$ cat src/rtl/btn_evt_pkg.sv
// Shared definitions for the button event path: event codes, FSM states and
// small one-hot helpers used by the sequencer and any sibling tester FSMs.
package btn_evt_pkg;

  typedef enum logic [1:0] {
    EVT_PRESS   = 2'd0,
    EVT_REPEAT  = 2'd1,
    EVT_RELEASE = 2'd2
  } evt_kind_e;

  typedef enum logic [1:0] {
    ST_IDLE = 2'd0,
    ST_HOLD = 2'd1,
    ST_RPT  = 2'd2
  } state_e;

  localparam int NUM_BTNS = 4;

  function automatic logic is_onehot(input logic [NUM_BTNS-1:0] v);
    return (v != '0) && ((v & (v - 1'b1)) == '0);
  endfunction

  function automatic logic [1:0] onehot_to_idx(input logic [NUM_BTNS-1:0] v);
    logic [1:0] idx;
    idx = 2'd0;
    for (int i = 0; i < NUM_BTNS; i++) begin
      if (v[i]) idx = 2'(i);
    end
    return idx;
  endfunction

endpackage

$ cat src/rtl/button_event_sequencer_if.sv
// Event slot towards the command FSM.
// Handshake: an event transfers on a clock edge where o_evt_valid && i_evt_ready;
// while o_evt_valid is high and i_evt_ready low, btn/kind hold steady.
interface button_event_sequencer_if;
  logic       o_evt_valid;
  logic       i_evt_ready;
  logic [1:0] o_evt_btn;
  logic [1:0] o_evt_kind;
  logic [7:0] o_drop_cnt;

  modport master (
    output o_evt_valid, o_evt_btn, o_evt_kind, o_drop_cnt,
    input  i_evt_ready
  );

  modport slave (
    input  o_evt_valid, o_evt_btn, o_evt_kind, o_drop_cnt,
    output i_evt_ready
  );
endinterface

$ cat src/rtl/ms_tick_timer.sv
// Millisecond prescaler plus ms counter; i_restart zeroes both so the next
// interval measured from the restart is exact.
module ms_tick_timer #(
  parameter int FCLK = 20000000,
  parameter int MS_W = 16
) (
  input  logic            i_clk,
  input  logic            i_rst_n,
  input  logic            i_restart,
  output logic            o_tick,
  output logic [MS_W-1:0] o_ms_cnt
);

  localparam int CYC = (FCLK / 1000 > 1) ? FCLK / 1000 : 2;
  localparam int PW  = $clog2(CYC);
  localparam logic [PW-1:0] LAST = PW'(CYC - 1);

  logic [PW-1:0]   pre_q, pre_d;
  logic [MS_W-1:0] ms_q, ms_d;

  assign o_tick   = (pre_q == LAST);
  assign o_ms_cnt = ms_q;

  always_comb begin
    pre_d = o_tick ? '0 : pre_q + PW'(1);
    ms_d  = o_tick ? ms_q + MS_W'(1) : ms_q;
    if (i_restart) begin
      pre_d = '0;
      ms_d  = '0;
    end
  end

  always_ff @(posedge i_clk) begin
    if (!i_rst_n) begin
      pre_q <= '0;
      ms_q  <= '0;
    end else begin
      pre_q <= pre_d;
      ms_q  <= ms_d;
    end
  end

endmodule

$ cat src/rtl/button_event_sequencer.sv
// Turns debounced button levels into PRESS / auto-REPEAT / RELEASE events
// delivered through a single-entry valid/ready slot.
module button_event_sequencer
  import btn_evt_pkg::*;
#(
  parameter int FCLK             = 20000000,
  parameter int REPEAT_DELAY_MS  = 500,
  parameter int REPEAT_PERIOD_MS = 100
) (
  input  logic                      i_clk_mhz,
  input  logic                      i_rst_mhz,
  input  logic [3:0]                i_btns_deb,
  button_event_sequencer_if.master  evt,
  output state_e                    o_dbg_state
);

  localparam logic [15:0] DELAY_MS  = 16'(REPEAT_DELAY_MS);
  localparam logic [15:0] PERIOD_MS = 16'(REPEAT_PERIOD_MS);

  state_e     state_q, state_d;
  logic [1:0] held_q, held_d;
  logic       valid_q, valid_d;
  logic [1:0] btn_q, btn_d;
  evt_kind_e  kind_q, kind_d;
  logic [7:0] drop_q, drop_d;

  logic        tick, restart, slot_busy, issue, drop, rpt_due;
  logic [15:0] ms_cnt, ms_limit;
  logic [1:0]  new_btn;
  evt_kind_e   new_kind;

  ms_tick_timer #(.FCLK(FCLK), .MS_W(16)) u_timer (
    .i_clk    (i_clk_mhz),
    .i_rst_n  (i_rst_mhz),
    .i_restart(restart),
    .o_tick   (tick),
    .o_ms_cnt (ms_cnt)
  );

  // Repeat fires on the tick that brings the ms count up to the limit.
  assign ms_limit = (state_q == ST_HOLD) ? DELAY_MS : PERIOD_MS;
  assign rpt_due  = (DELAY_MS != 16'd0) && tick && (ms_cnt + 16'd1 == ms_limit);

  always_comb begin
    state_d   = state_q;
    held_d    = held_q;
    issue     = 1'b0;
    drop      = 1'b0;
    new_btn   = held_q;
    new_kind  = EVT_PRESS;
    slot_busy = valid_q && !evt.i_evt_ready;
    case (state_q)
      ST_IDLE: begin
        if (is_onehot(i_btns_deb)) begin
          new_btn = onehot_to_idx(i_btns_deb);
          if (!slot_busy) begin
            issue   = 1'b1;
            held_d  = new_btn;
            state_d = ST_HOLD;
          end
        end
      end
      ST_HOLD, ST_RPT: begin
        if (i_btns_deb != (4'b0001 << held_q)) begin
          new_kind = EVT_RELEASE;
          if (!slot_busy) begin
            issue   = 1'b1;
            state_d = ST_IDLE;
          end
        end else if (rpt_due) begin
          new_kind = EVT_REPEAT;
          state_d  = ST_RPT;
          issue    = !slot_busy;
          drop     = slot_busy;
        end
      end
      default: state_d = ST_IDLE;
    endcase
    // A repeat (sent or dropped) restarts the period even when the state holds.
    restart = (state_d != state_q) || (new_kind == EVT_REPEAT);
    valid_d = issue || slot_busy;
    btn_d   = issue ? new_btn  : btn_q;
    kind_d  = issue ? new_kind : kind_q;
    drop_d  = (drop && drop_q != 8'hFF) ? drop_q + 8'd1 : drop_q;
  end

  always_ff @(posedge i_clk_mhz) begin
    if (!i_rst_mhz) begin
      state_q <= ST_IDLE;
      held_q  <= 2'd0;
      valid_q <= 1'b0;
      btn_q   <= 2'd0;
      kind_q  <= EVT_PRESS;
      drop_q  <= 8'd0;
    end else begin
      state_q <= state_d;
      held_q  <= held_d;
      valid_q <= valid_d;
      btn_q   <= btn_d;
      kind_q  <= kind_d;
      drop_q  <= drop_d;
    end
  end

  assign evt.o_evt_valid = valid_q;
  assign evt.o_evt_btn   = btn_q;
  assign evt.o_evt_kind  = kind_q;
  assign evt.o_drop_cnt  = drop_q;
  assign o_dbg_state     = state_q;

endmodule

$ cat src/flat_wrapper.sv
// flat-port wrapper written by rule: the top's interface ports become plain ports
module button_event_sequencer_flat import btn_evt_pkg::*;
#(
  parameter int FCLK             = 20000000,
  parameter int REPEAT_DELAY_MS  = 500,
  parameter int REPEAT_PERIOD_MS = 100
)
  (i_clk_mhz, i_rst_mhz, i_btns_deb, o_dbg_state, evt_o_evt_valid, evt_o_evt_btn, evt_o_evt_kind, evt_o_drop_cnt, evt_i_evt_ready);
  button_event_sequencer_if evt_i ();
  input  logic i_clk_mhz;
  input  logic i_rst_mhz;
  input  logic [3:0] i_btns_deb;
  output state_e o_dbg_state;
  output wire logic [$bits(evt_i.o_evt_valid)-1:0] evt_o_evt_valid;
  output wire logic [$bits(evt_i.o_evt_btn)-1:0] evt_o_evt_btn;
  output wire logic [$bits(evt_i.o_evt_kind)-1:0] evt_o_evt_kind;
  output wire logic [$bits(evt_i.o_drop_cnt)-1:0] evt_o_drop_cnt;
  input wire logic [$bits(evt_i.i_evt_ready)-1:0] evt_i_evt_ready;
  assign evt_o_evt_valid = evt_i.o_evt_valid;
  assign evt_o_evt_btn = evt_i.o_evt_btn;
  assign evt_o_evt_kind = evt_i.o_evt_kind;
  assign evt_o_drop_cnt = evt_i.o_drop_cnt;
  assign evt_i.i_evt_ready = evt_i_evt_ready;
  button_event_sequencer #(.FCLK(FCLK), .REPEAT_DELAY_MS(REPEAT_DELAY_MS), .REPEAT_PERIOD_MS(REPEAT_PERIOD_MS)) u_core (.i_clk_mhz(i_clk_mhz), .i_rst_mhz(i_rst_mhz), .i_btns_deb(i_btns_deb), .evt(evt_i), .o_dbg_state(o_dbg_state));
endmodule
$ cat config.mk
export PLATFORM = sky130hd
export DESIGN_NAME = button_event_sequencer_flat
export DESIGN_NICKNAME = d
export VERILOG_FILES = /design/src/rtl/btn_evt_pkg.sv /design/src/rtl/button_event_sequencer_if.sv /design/src/rtl/ms_tick_timer.sv /design/src/rtl/button_event_sequencer.sv /design/src/flat_wrapper.sv
export SDC_FILE = /design/constraint.sdc
export NUM_CORES = 1
export LEC_CHECK = 0
export ABC_AREA = 1
export CORE_MARGIN = 2
export CORE_UTILIZATION = 50
export DETAILED_ROUTE_END_ITERATION = 8
export PLACE_DENSITY = 0.69
export SETUP_SLACK_MARGIN = 0.3
export SLEW_MARGIN = 20
export SYNTH_ARGS = -nofsm -noshare
export SYNTH_HDL_FRONTEND = slang
export SYNTH_SLANG_ARGS = --single-unit
$ cat constraint.sdc
create_clock -name i_clk_mhz -period 7.4 [get_ports i_clk_mhz]
set_clock_uncertainty 0.15 [all_clocks]
set_input_delay 1.48 -clock i_clk_mhz [delete_from_list [all_inputs] [get_ports i_clk_mhz]]
set_output_delay 1.48 -clock i_clk_mhz [all_outputs]
set_load 0.01 [all_outputs]
==> metrics.txt <==
run status complete, no violations; overall track demand over capacity in global routing between 20% and 30%; vias per cell roughly 5.1; Post-Route Hold Slack ~0.3 ns; number of hold buffers added after cts 0; Core Footprint 6241 um2; Leak Pwr 1.354 nW; area added between synthesis and finish 11.65%; DRC viols 0; switching power summed over all nets about 0.00014 W; per-cell routed wire length approximately 12 um; die width 83.73 um; layout cells sized above 1 9.960%; pin count of the biggest net entering global routing 27; clock tree root driver cell sky130_fd_sc_hd__clkbuf_8; vias about 3k; hold violation count in the final report 0; total of cells resized after clock tree synthesis 0; number of setup violations in the final report 0; Int Pwr between 0.0003 and 0.0004 W; most frequent standard cell in the layout excluding fill and tap cells sky130_fd_sc_hd__nand2_1; path type of the worst min-delay path reg -> reg; effective utilization at floorplan around half; number of pins exceeding their max-slew limit in the final report 0; Power per Cell Area 153.0 nW/um2; type of the worst setup path in -> reg; multi-input combinational cell area ~1900 um2; vias in the first global route between 2k and 3k; sum of negative setup slack 0 ns; achievable frequency around 260 MHz; fraction of power spent switching nets 26.34%; arrival time reported for the critical path endpoint approximately 3.9 ns; Die Footprint approximately 7000 um2; IO Count 22; cell count after synthesis 480; post-route antenna net violation count 0; async set or reset register ratio after synthesis 0%; latest clock arrival within the worst-skew pair around 0.3 ns; post-CTS setup repair buffer count 0; #FFs+latches synth 48; number of buffers inserted during clock tree synthesis 5; Synth Warn # 0; total of max-cap violations 0; sequential-to-total area share from yosys stat 30.24%; final weighted congestion in routability-driven placement between 0.8 and 0.9; crit share post-route approximately half; Clock Sink Count 48; power share of the combinational group roughly an eighth; worst-path fanout max 15; final WL slightly below 7 mm; first-pass GRT wire length about 12 mm; proportion of power drawn by flip-flops and latches around half; most used flip-flop cell after synthesis sky130_fd_sc_hd__dfxtp_1; Worst-Margin Slew 0.8957 ns; sum of net half-perimeters after detailed placement between 5 and 6 mm; DRT iter0 DRCs roughly 170; y dimension of the die 83.73 um; largest buffer count on any clock path 2; number of antenna violations at the first check in global routing 0; top library cells by usage in the layout, fill and taps aside sky130_fd_sc_hd__nand2_1 (105), sky130_fd_sc_hd__nor2_1 (72), sky130_fd_sc_hd__inv_1 (61), sky130_fd_sc_hd__dfxtp_1 (48), sky130_fd_sc_hd__nand3_1 (42); overflow left after global routing 0; Mapped Area about 3200 um2; Synth Net Count between 400 and 500; time the final worst path needs with I/O delays and setup ~3.8 ns; final net count 514; Clock H-tree levels 2; Post-synth EDFFs 0; worst vdd ir approximately 0.000084 V; setup repair after global routing missed its margin false; CP Data Required Time between 7 and 8 ns; per-instance average area after synthesis 6.621 um2; combined flip-flop and latch cell area 960.9 um2; clock-pin slew of the registers on the worst-case setup and hold paths ~0.090 ns; Netlist cell types 37; final antenna diode count 0; critical path launch point type input pin; router iterations before antenna repair 4; Max-Slew Margin vs Limit between 40% and 50%; part of the power in the clock network between 30% and 40%; num rows 29; Filler Cell Count 613; Port Buf Inserts 21; TritonCTS clock tree done; endpoint type of the worst setup path flip-flop
-- kinds of logic after synthesis --
group	share of synthesized area [%]
xor+xnor	4.961
flops	30.24
simple gates	44.76
mux	0.3150
compound gates	7.717
fa+ha+maj	2.362
buf+inv	9.645
-- per-stage QoR --
stage,setup WS (ns),utilization (%),cells,total power [W],area [um2]
2_1_floorplan,4.223,-,480,0.0003286,3178
5_1_grt,3.357,56.86,579,0.0005669,3548
4_1_cts,3.615,56.86,579,0.0005476,3548
3_5_place_dp,3.304,54.91,571,0.0003453,3427
3_3_place_gp,3.393,54.91,571,0.0003445,3427
6_report,3.619,56.86,579,0.0005429,3548
-- cell usage after synthesis, types with 2 or more instances --
| library cell | n | share of area, % |
|---|---|---|
| sky130_fd_sc_hd__nor4_1 | 2 | 0.39 |
| sky130_fd_sc_hd__o21ai_0 | 27 | 4.3 |
| sky130_fd_sc_hd__nand2_1 | 105 | 12 |
| sky130_fd_sc_hd__a21oi_1 | 12 | 1.9 |
| sky130_fd_sc_hd__nand2_2 | 9 | 1.8 |
| sky130_fd_sc_hd__o21ai_1 | 3 | 0.47 |
| sky130_fd_sc_hd__xor2_1 | 10 | 2.8 |
| sky130_fd_sc_hd__xnor2_1 | 8 | 2.2 |
| sky130_fd_sc_hd__nor2_1 | 72 | 8.5 |
| sky130_fd_sc_hd__ha_1 | 6 | 2.4 |
| sky130_fd_sc_hd__buf_4 | 2 | 0.47 |
| sky130_fd_sc_hd__nand4_1 | 18 | 3.5 |
| sky130_fd_sc_hd__nor3_1 | 8 | 1.3 |
| sky130_fd_sc_hd__a211oi_1 | 2 | 0.47 |
| sky130_fd_sc_hd__nand3_4 | 2 | 1.1 |
| sky130_fd_sc_hd__inv_2 | 4 | 0.47 |
| sky130_fd_sc_hd__dfxtp_1 | 48 | 30 |
| sky130_fd_sc_hd__nand3_1 | 42 | 6.6 |
| sky130_fd_sc_hd__inv_1 | 61 | 7.2 |
| sky130_fd_sc_hd__or2_2 | 2 | 0.39 |
| sky130_fd_sc_hd__clkbuf_1 | 3 | 0.35 |
| sky130_fd_sc_hd__nor2_4 | 16 | 5.7 |
| sky130_fd_sc_hd__nor2_2 | 4 | 0.79 |
-- cell type report --
type                    count  area share (%)
multi-input cells         359           53.84
flip-flops and latches     48           27.08
inverters                  66           7.017
repair buffers             21           5.924
well taps                  77           2.715
clock buffers               6           2.327
clock inverters             2           1.093
-- state kept, by name, indices dropped and copies added (netlist names) --
signal,cells
u_core.u_timer.o_ms_cnt,16
u_core.u_timer.pre_q,15
u_core.o_dbg_state,2
u_core.held_q,2
u_core.evt.o_drop_cnt,8
u_core.evt.o_evt_kind,2
u_core.evt.o_evt_btn,2
u_core.evt.o_evt_valid,1
-- routing by layer --
metal  global-route usage (%)  wire, um  share of wire [%]  vias to the layer above
met5                        0         0                  0                        -
met4                    4.839        66               0.95                        0
met3                    2.967       271                3.9                        6
met2                    35.56      3266                 47                       49
met1                    27.51      3322                 48                     1351
li1                         -         -                  -                     1571
-- path summary, 6_finish.rpt --
kind         slack [ns]  cells past startpoint                        from                      end
max                3.62                     15               i_btns_deb[2]  u_core.u_timer.pre_q[1]
min                0.31                      1     u_core.u_timer.pre_q[0]  u_core.u_timer.pre_q[0]
max reg2reg        4.47                     12  u_core.u_timer.o_ms_cnt[0]  u_core.u_timer.pre_q[1]
min reg2reg        0.31                      1     u_core.u_timer.pre_q[0]  u_core.u_timer.pre_q[0]
-- worst max-delay path, cell delays in order --
cell,delay (ns)
sky130_fd_sc_hd__clkdlybuf4s50_1,0.53
sky130_fd_sc_hd__inv_2,0.05
sky130_fd_sc_hd__nand2_1,0.09
sky130_fd_sc_hd__nand3_1,0.09
sky130_fd_sc_hd__nand2_1,0.07
sky130_fd_sc_hd__nand2_1,0.07
sky130_fd_sc_hd__nor2_4,0.15
sky130_fd_sc_hd__inv_1,0.10
sky130_fd_sc_hd__a211oi_1,0.27
sky130_fd_sc_hd__nand2_2,0.11
sky130_fd_sc_hd__nand2_4,0.08
sky130_fd_sc_hd__nand2_2,0.06
sky130_fd_sc_hd__nand2_2,0.11
sky130_fd_sc_hd__nand4_4,0.38
sky130_fd_sc_hd__nor2_1,0.21
-- power by group through the flow --
stage,clock (W),sequential [W],combinational (W)
finish,0.000204,0.000269,0.0000698
global route,0.000218,0.000270,0.0000787
CTS,0.000208,0.000269,0.0000705
detailed placement,0,0.000275,0.0000702
global placement,0,0.000275,0.0000695
floorplan,0,0.000276,0.0000527
No activity file was read; power rests on OpenSTA's default activity.
==> RTL change (config.mk and constraints unchanged) <==
`FCLK` is set to 20000000 in 3 places; all go to 80000000.
--- a/src/rtl/ms_tick_timer.sv
+++ b/src/rtl/ms_tick_timer.sv
@@ -1,7 +1,7 @@
 // Millisecond prescaler plus ms counter; i_restart zeroes both so the next
 // interval measured from the restart is exact.
 module ms_tick_timer #(
-  parameter int FCLK = 20000000,
+  parameter int FCLK = 80000000,
   parameter int MS_W = 16
 ) (
   input  logic            i_clk,
--- a/src/rtl/button_event_sequencer.sv
+++ b/src/rtl/button_event_sequencer.sv
@@ -3,7 +3,7 @@
 module button_event_sequencer
   import btn_evt_pkg::*;
 #(
-  parameter int FCLK             = 20000000,
+  parameter int FCLK             = 80000000,
   parameter int REPEAT_DELAY_MS  = 500,
   parameter int REPEAT_PERIOD_MS = 100
 ) (
--- a/src/flat_wrapper.sv
+++ b/src/flat_wrapper.sv
@@ -1,7 +1,7 @@
 // flat-port wrapper written by rule: the top's interface ports become plain ports
 module button_event_sequencer_flat import btn_evt_pkg::*;
 #(
-  parameter int FCLK             = 20000000,
+  parameter int FCLK             = 80000000,
   parameter int REPEAT_DELAY_MS  = 500,
   parameter int REPEAT_PERIOD_MS = 100
 )
Behaviour: same outputs for any inputs over 10 cycles, from zero or initial values and one cycle with i_rst_mhz low; that may be too few to reach the edited logic, so the function may still have changed.
==> RTL change against the original RTL <==
Sequential cell count rose by 2. Count of clock-buffer cells in the layout unchanged. Final area up 2.0%. Cell count grew 1.0%. Wire length shrank 2.3%. Area after synthesis rose by 1.2%. Register-to-register slack got worse by 0.26 ns. Power rose by 8.5%. Global-route usage is 1.1 points lower. Combinational power grew 1%. Setup slack worse by 0.17 ns. Critical endpoint is now u_core.u_timer.o_ms_cnt[1].
==> RTL change: results (changes against the original RTL) <==
* Top Metal Used: met4
* Reg-to-reg endpoint: u_core.u_timer.o_ms_cnt[1]
* DP Cell Count at 577 (+1.1%)
* XOR/XNOR Fraction of Synth Area at 0.0517 (+0.00212)
* Routed WL at 6.77 mm (-2.3%)
* Maximum fanout along the worst path at 16 (+1)
* Met1 WL at 3.27 mm (-1.7%)
* Root buffer cell: clkbuf_8
* Ys async rst share at 0 (unchanged)
* Max incr delay on CP at 0.45 ns (-0.08 ns)
* First-pass GRT wire length at 11.6 mm (-4.1%)
* Met1 usage at 0.250 (-0.0246)
* Mux contribution to synthesized area at 0 (-0.00315)
* Diodes inserted at 0 (unchanged)
* GR Layer Usage met3 at 0.0324 (+0.00277)
* Commonest cells in the netlist: 117 x nand2_1, 63 x inv_1, 63 x nor2_1, 50 x dfxtp_1, 39 x nand3_1
* CP Capture Point: u_core.u_timer.o_ms_cnt[1]
* Port buffer count at 21 (unchanged)
* Worst Max-Slew Pin Slew at 0.912 ns (+0.0167 ns)
* Met2 wire len at 3.24 mm (-0.77%)
* Hpwl dp at 5.03 mm (-4.3%)
* Largest net degree at the start of global routing at 18 (-33%)
* RR Startpoint: u_core.u_timer.pre_q[0]
* R2r setup slk at 4.21 ns (-0.26 ns)
* Final std cells w/o fill at 585 (+1.0%)
* Unique masters post-synth at 32 (-14%)
* Iter 0 DRT Violations at 152 (-13%)
* Status: finished clean
* GR Util All Layers at 0.196 (-0.0111)
* Post-DP Area at 0.00348 mm2 (+1.5%)
* Cells after synthesis at 485 (+1.0%)
* Synth Area in Adders at 0.0272 (+0.00360)
* Crit path DAT at 4.04 ns (+0.18 ns)
* 1st-pass router iterations at 5 (+1)
* Sequential cell area fraction in the yosys report at 0.311 (+0.00880)
* Layout cells sized above 1 at 0.104 (+0.00473)
* Largest cells by area after synthesis: dfxtp_1 31%, nand2_1 14%, inv_1 7.4%
* Vias at 2955 (-0.74%)
* Leak at 1.32 nW (-2.7%)
* Compound-Gate Fraction of Synth Area at 0.0770 (-0.000153)
* Clock-pin slew on the worst setup and hold paths at 0.09 ns (about the same)
* Post-cts resize count at 0 (unchanged)
* Top reg by flops: u_core.u_timer.pre_q
* Final Wtd Congestion at 0.862 (-2.2%)
* Main combinational cell family by area after synthesis: simple AND/OR/NAND/NOR gates
* CTS buffer count at 5 (unchanged)
* Syn Nets at 499 (+1.2%)
* Max Cap Violations at 0 (unchanged)
* Worst skew pair latency at 0.31 ns
* Nets@finish at 521 (+1.4%)
* Reg2Reg Depth at 14 (+2)
* Max VDD drop at 127 uV (+51%)
* Met2 usage at 0.346 (-0.0100)
* Max reg flops at 17 (+1)
* Synth Flop Type: dfxtp_1
* Vias in the first global route at 2756 (-1.6%)
* WL met3 at 197 um (-27%)
-- RTL change: area by class of cell --
class                   instances  area (um2)
repair buffers                 21         210
clock buffers                   6        82.6
clock inverters                 2        60.1
multi-input cells             364        1930
well taps                      77        96.3
fillers                       618        2660
inverters                      65         244
flip-flops and latches         50        1000
-- RTL change: how the worst min path moves through the flow --
| stage | from | to | slack, ns | cells after the start |
|---|---|---|---|---|
| after floorplan | u_core.u_timer.pre_q[0] | u_core.u_timer.pre_q[0] | 0.27 | 1 |
| after global placement | u_core.u_timer.pre_q[0] | u_core.u_timer.pre_q[0] | 0.28 | 1 |
| after detailed placement | u_core.u_timer.pre_q[0] | u_core.u_timer.pre_q[0] | 0.30 | 1 |
| after CTS | u_core.u_timer.pre_q[0] | u_core.u_timer.pre_q[0] | 0.32 | 1 |
| after global routing | u_core.u_timer.pre_q[0] | u_core.u_timer.pre_q[0] | 0.33 | 1 |
| final | u_core.u_timer.pre_q[0] | u_core.u_timer.pre_q[0] | 0.31 | 1 |
-- RTL change: logic make-up after synthesis --
| kind of cell | Yosys count |
|---|---|
| AO/OA/AOI/OAI | 46 |
| XOR/XNOR | 19 |
| adder cells (fa/ha/maj) | 7 |
| buffers and inverters | 71 |
| flip-flops | 50 |
| AND/OR/NAND/NOR | 292 |
-- RTL change: metrics by stage --
| step | total power [mW] | setup slack (ns) |
|---|---|---|
| 3_5_place_dp | 0.358 | 3.19 |
| 5_1_grt | 0.613 | 3.12 |
| 3_3_place_gp | 0.357 | 3.33 |
| 6_report | 0.589 | 3.44 |
| 2_1_floorplan | 0.340 | 4.17 |
| 4_1_cts | 0.596 | 3.45 |
-- RTL change: report_power, final --
group          switching (mW)  internal, mW
clock network          0.0934         0.144
registers             0.00488         0.276
logic                  0.0457        0.0250
